$ cat src/rtl/mdu_seq_ctrl.sv
// mdu_seq_ctrl: iterative MULTU/DIVU sequencer producing HI/LO over 32 cycles.
// It has no adder of its own; it borrows the execute-stage ALU while busy.
module mdu_seq_ctrl #(
    parameter int         WIDTH   = 32,
    parameter logic [3:0] ALU_ADD = 4'b0010,
    parameter logic [3:0] ALU_SUB = 4'b0110
) (
    input  logic             clk,
    input  logic             reset,
    input  logic             start,
    input  logic             op_div,
    input  logic [WIDTH-1:0] opa,
    input  logic [WIDTH-1:0] opb,
    output logic             ready,
    output logic             busy,
    output logic             done,
    output logic [WIDTH-1:0] hi,
    output logic [WIDTH-1:0] lo,
    output logic [WIDTH-1:0] alu_in1,
    output logic [WIDTH-1:0] alu_in2,
    output logic [3:0]       alu_ctrl,
    input  logic [WIDTH-1:0] alu_result
);
    typedef enum logic [1:0] {IDLE, MUL, DIV, DONE} state_t;
    state_t           state_q;
    logic [WIDTH-1:0] hi_q, lo_q, opb_q, hi_d, lo_d, rem;
    logic [4:0]       cnt_q;
    logic             carry, take, is_mul, is_div;
    always_comb begin
        is_mul   = state_q == MUL;
        is_div   = state_q == DIV;
        rem      = {hi_q[WIDTH-2:0], lo_q[WIDTH-1]};
        // The add wrapped iff the sum came out below the running high half.
        carry    = alu_result < hi_q;
        take     = hi_q[WIDTH-1] || rem >= opb_q;
        alu_in1  = is_mul ? hi_q : is_div ? rem : '0;
        alu_in2  = (is_mul || is_div) ? opb_q : '0;
        alu_ctrl = is_div ? ALU_SUB : ALU_ADD;
        hi_d     = is_mul ? (lo_q[0] ? {carry, alu_result[WIDTH-1:1]} : {1'b0, hi_q[WIDTH-1:1]})
                 : is_div ? (take ? alu_result : rem) : hi_q;
        lo_d     = is_mul ? {(lo_q[0] ? alu_result[0] : hi_q[0]), lo_q[WIDTH-1:1]}
                 : is_div ? {lo_q[WIDTH-2:0], take} : lo_q;
        ready    = state_q == IDLE || state_q == DONE;
        busy     = is_mul || is_div;
        done     = state_q == DONE;
        hi       = hi_q;
        lo       = lo_q;
    end
    always_ff @(posedge clk) begin
        if (reset) begin
            state_q <= IDLE;
            hi_q    <= '0;
            lo_q    <= '0;
            opb_q   <= '0;
            cnt_q   <= '0;
        end else begin
            case (state_q)
                MUL, DIV: begin
                    hi_q  <= hi_d;
                    lo_q  <= lo_d;
                    cnt_q <= cnt_q + 5'd1;
                    if (cnt_q == 5'd31) state_q <= DONE;
                end
                default: begin
                    if (start) begin
                        cnt_q <= '0;
                        opb_q <= opb;
                        // Divide by zero skips iteration: remainder = dividend, quotient = all ones.
                        if (op_div && opb == '0) begin
                            hi_q    <= opa;
                            lo_q    <= '1;
                            state_q <= DONE;
                        end else begin
                            hi_q    <= '0;
                            lo_q    <= opa;
                            state_q <= op_div ? DIV : MUL;
                        end
                    end else begin
                        state_q <= IDLE;
                    end
                end
            endcase
        end
    end
endmodule

$ cat config.mk
export PLATFORM = sky130hd
export DESIGN_NAME = mdu_seq_ctrl
export DESIGN_NICKNAME = d
export VERILOG_FILES = /design/src/rtl/mdu_seq_ctrl.sv
export SDC_FILE = /design/constraint.sdc
export NUM_CORES = 1
export LEC_CHECK = 0
export ABC_AREA = 1
export CORE_UTILIZATION = 45
export DETAILED_ROUTE_END_ITERATION = 10
export DONT_BUFFER_PORTS = 1
export PLACE_DENSITY = 0.63
export SETUP_SLACK_MARGIN = 0.3
export SLEW_MARGIN = 30
export SYNTH_ARGS = -nofsm -noshare
export SYNTH_HDL_FRONTEND = slang
export SYNTH_SLANG_ARGS = --single-unit
$ cat constraint.sdc
create_clock -name clk -period 2.5 [get_ports clk]
set_input_delay 0.5 -clock clk [delete_from_list [all_inputs] [get_ports clk]]
set_output_delay 0.5 -clock clk [all_outputs]
set_load 0.05 [all_outputs]
==> results.tsv <==
stage	metric	value	unit
floorplan	total die area	17400	µm²
drt	initial drt markers	694	
grt	gr usage total	0.312	
placement	GPL Wtd Cong	0.904	
layout	Inserted Diodes	0	
floorplan	core region area	16500	µm²
timing	RSZ-0062 raised after global routing	true	
drt	number of antenna-violating nets in the routed design	0	
hold_path	min-delay src	reset	
layout	filler instances	1579	
hold_path	Hold Path Sink	hi[10]	
grt	vias in the first global route	7671	
drt	Routed WL per cell	19.7	µm
placement	# port buffers	0	
logic_synthesis	largest family of logic cells by synthesized area	simple AND/OR/NAND/NOR gates	
pwr	Overall Power	7380	µW
drt	DRC viols	0	
logic_synthesis	unique cell type count in the Yosys netlist	32	
setup_path	FF-to-FF End	hi[21]	
layout	Net count, final	1407	
timing	worst hold slack	0.190	ns
layout	share of post-route cells with drive strength above 1	0.231	
logic_synthesis	Post-synth EDFFs	0	
floorplan	die width	132	µm
grt	global-route wire length before repair	43000	µm
setup_path	crit path launch type	flip-flop	
timing	Fmax	0.450	GHz
drt	met2 WL	12600	µm
pwr	PD cells	722	nW/µm²
clock_network	Num Clock Sinks	103	
setup_path	CP max stage delay	0.37	ns
setup_path	CP cell instances	inv_2 > ha_4 > nand2_8 > buf_12 > o21ai_4 > buf_12	
logic_synthesis	Adder-Cell Fraction of Synth Area	0.112	
setup_path	Critical Path End Type	output pin	
logic_synthesis	Seq/Total Area, Yosys	0.272	
floorplan	die height	132	µm
timing	Final Setup Violations	0	
logic_synthesis	Synth Area in Compound Gates	0.233	
setup_path	Worst Reg-to-Reg Cells	16	
clock_network	clock-pin slew of the registers on the worst-case setup and hold paths	0.08	ns
clock_network	clock root buffer	clkbuf_16	
setup_path	CP arrival	1.72	ns
setup_path	crit path max-delay cell type	dfxtp_4	
logic_synthesis	Post-Syn Area per Cell	6.32	µm²
drt	DR top layer	met4	
timing	Worst Tran Pin Value	0.753	ns
floorplan	FP Rows	47	
setup_path	r2r setup slk	0.31	ns
timing	Setup TNS	0	ns
layout	Final Util	0.618	
clock_network	worst skew pair latency	0.36	ns
logic_synthesis	cell count after synthesis	1201	
drt	Vias	8588	
placement	DP HPWL	19600	µm
logic_synthesis	mux share of post-synthesis cell area	0	
logic_synthesis	Synth Flop Type	dfxtp_1	
logic_synthesis	simple-gate area share of the yosys netlist	0.261	
timing	clock period minus worst slack	2.22	ns
setup_path	critical-path maximum fanout	8	
grt	pin count of the biggest net entering global routing	69	
layout	Area Growth Syn to Fin	34.6	%
clock_network	total CTS buffers	9	
clock_network	H-tree depth	3	
grt	antenna violations before repair	0	
logic_synthesis	mapped cell area	7590	µm²
setup_path	Setup CP Type	flip-flop to output pin	
drt	drt pass-1 iters	7	
pwr	peak supply drop	570	µV
hold_path	Hold Path Depth	1	
drt	final WL	28900	µm
timing	Layout Skew	0.0107	ns
grt	grt ovf	0	
logic_synthesis	Synthesis Warnings	0	
drt	vias per cell	5.87	
hold_path	type of the most critical hold path	input port to flip-flop	
logic_synthesis	Synth Area in XOR/XNOR	0	
logic_synthesis	Async SR Flop Fraction	0	
run_status	status	finished clean	
floorplan	IO Pins	235	
drt	WL met1	12700	µm
timing	Final period util	0.889	
floorplan	initial core utilization	0.459	
drt	Met3 Wirelength	2960	µm
setup_path	Worst R2R Start	opb_q[30]	
pwr	Leak Pwr	0.00423	µW
logic_synthesis	Yosys reg bits	103	
timing	max-slew violations	0	
clock_network	Max clock buf depth	2	
timing	Rel. slew slack	0.498	
setup_path	worst path required time	2.00	ns
clock_network	CTS tree	yes	
timing	Hold Vio Cnt, Final	0	
setup_path	cell repeated most along the worst path	buf_12	
run	maxcap violations	0	
## final cells by class
cell class | count | area [µm²] | share of cell area
well taps | 220 | 275 | 0.0269
clock buffers | 12 | 256 | 0.0251
flip-flops and latches | 103 | 2090 | 0.205
inverters | 152 | 581 | 0.0568
multi-input cells | 865 | 5520 | 0.541
clock inverters | 4 | 30.0 | 0.00294
repair buffers | 108 | 1460 | 0.143
## stage by stage
| stage | area, µm² | setup WS, ns | cells |
|---|---|---|---|
| CTS | 9720 | 0.276 | 1456 |
| global route | 10200 | 0.189 | 1464 |
| detailed placement | 9300 | 0.200 | 1432 |
| finish | 10200 | 0.276 | 1464 |
| global placement | 9300 | 0.195 | 1432 |
| floorplan | 8200 | 0.159 | 1202 |
## cell usage in the layout (no fill, tap or decap), types with 15 or more instances in the layout
| cell | count |
|---|---|
| a21oi_1 | 89 |
| a21oi_2 | 15 |
| a41oi_1 | 30 |
| buf_12 | 39 |
| buf_4 | 53 |
| dfxtp_1 | 84 |
| dfxtp_2 | 16 |
| ha_1 | 53 |
| inv_1 | 128 |
| inv_2 | 21 |
| nand2_1 | 270 |
| nand3_1 | 32 |
| nand4_1 | 38 |
| nor2_1 | 65 |
| nor2_4 | 31 |
| o21ai_0 | 106 |
| o21ai_4 | 29 |
| o22ai_1 | 31 |
## cells by family (layout without fill, tap and decap cells)
kind of cell | Yosys count | in the layout
DFF | 103 | 103
and+or+nand+nor | 475 | 476
buffers and inverters | 235 | 276
adders and majority gates | 68 | 68
AOI/OAI and AO/OA | 318 | 318
other | 2 | 3
## state kept, by name (all words and copies together), names as in the netlist
register	cells
hi	32
lo	32
opb_q	32
cnt_q	5
state_q	2
## Yosys cell counts (2+ instances only)
library cell	instances	area (µm²)
nor2_1	100	375
buf_1	19	71.3
o21ai_0	139	696
nand4_1	38	238
nor4_1	10	62.6
o211ai_1	3	22.5
clkbuf_1	43	161
inv_2	4	15.0
nor3_1	4	20.0
a21oi_1	104	521
a41oi_1	30	263
nand3_1	36	180
o22ai_1	31	194
nand3_2	2	20.0
buf_2	16	80.1
conb_1	2	7.51
o21ai_1	3	15.0
inv_1	148	556
buf_4	5	37.5
dfxtp_1	103	2060
ha_1	68	851
nand2_1	281	1050
a31oi_1	2	12.5
a211oi_1	2	15.0
## worst max-delay path by stage
stage | end | from | slack (ns)
CTS | alu_in1[4] | state_q[0] | 0.28
global placement | hi[4] | opb[8] | 0.19
floorplan | alu_in1[10] | state_q[1] | 0.16
global route | hi[21] | opb_q[30] | 0.19
finish | alu_in1[13] | state_q[0] | 0.28
detailed placement | hi[2] | opb[8] | 0.20
## worst max-delay path: cells and delay by family (launching register included)
family	cells	cell delay (ns)
AO/OA/AOI/OAI	1	0.16
adder cells (fa/ha/maj)	1	0.29
buffers and inverters	3	0.40
flip-flops	1	0.37
AND/OR/NAND/NOR	1	0.14
## layer usage
layer,global-route usage,vias to the layer above
met4,0.0756,0
met2,0.464,449
met3,0.0834,46
met5,0,-
met1,0.444,3979
li1,-,4114
## repair_timing
item,in CTS,in global routing
gates cloned,2,6
endpoints found under the setup margin,79,61
hold buffers,0,0
pin swaps,4,28
gates resized for setup,13,90
buffers inserted,6,2
## report_power, final
group	total, µW	internal [µW]	leakage (µW)	switching, µW
Sequential	2260	1850	0.000854	417
Combinational	3690	1300	0.00324	2390
Clock	1420	735	0.000139	687
Note: power is estimated with default switching activity, not from simulation.
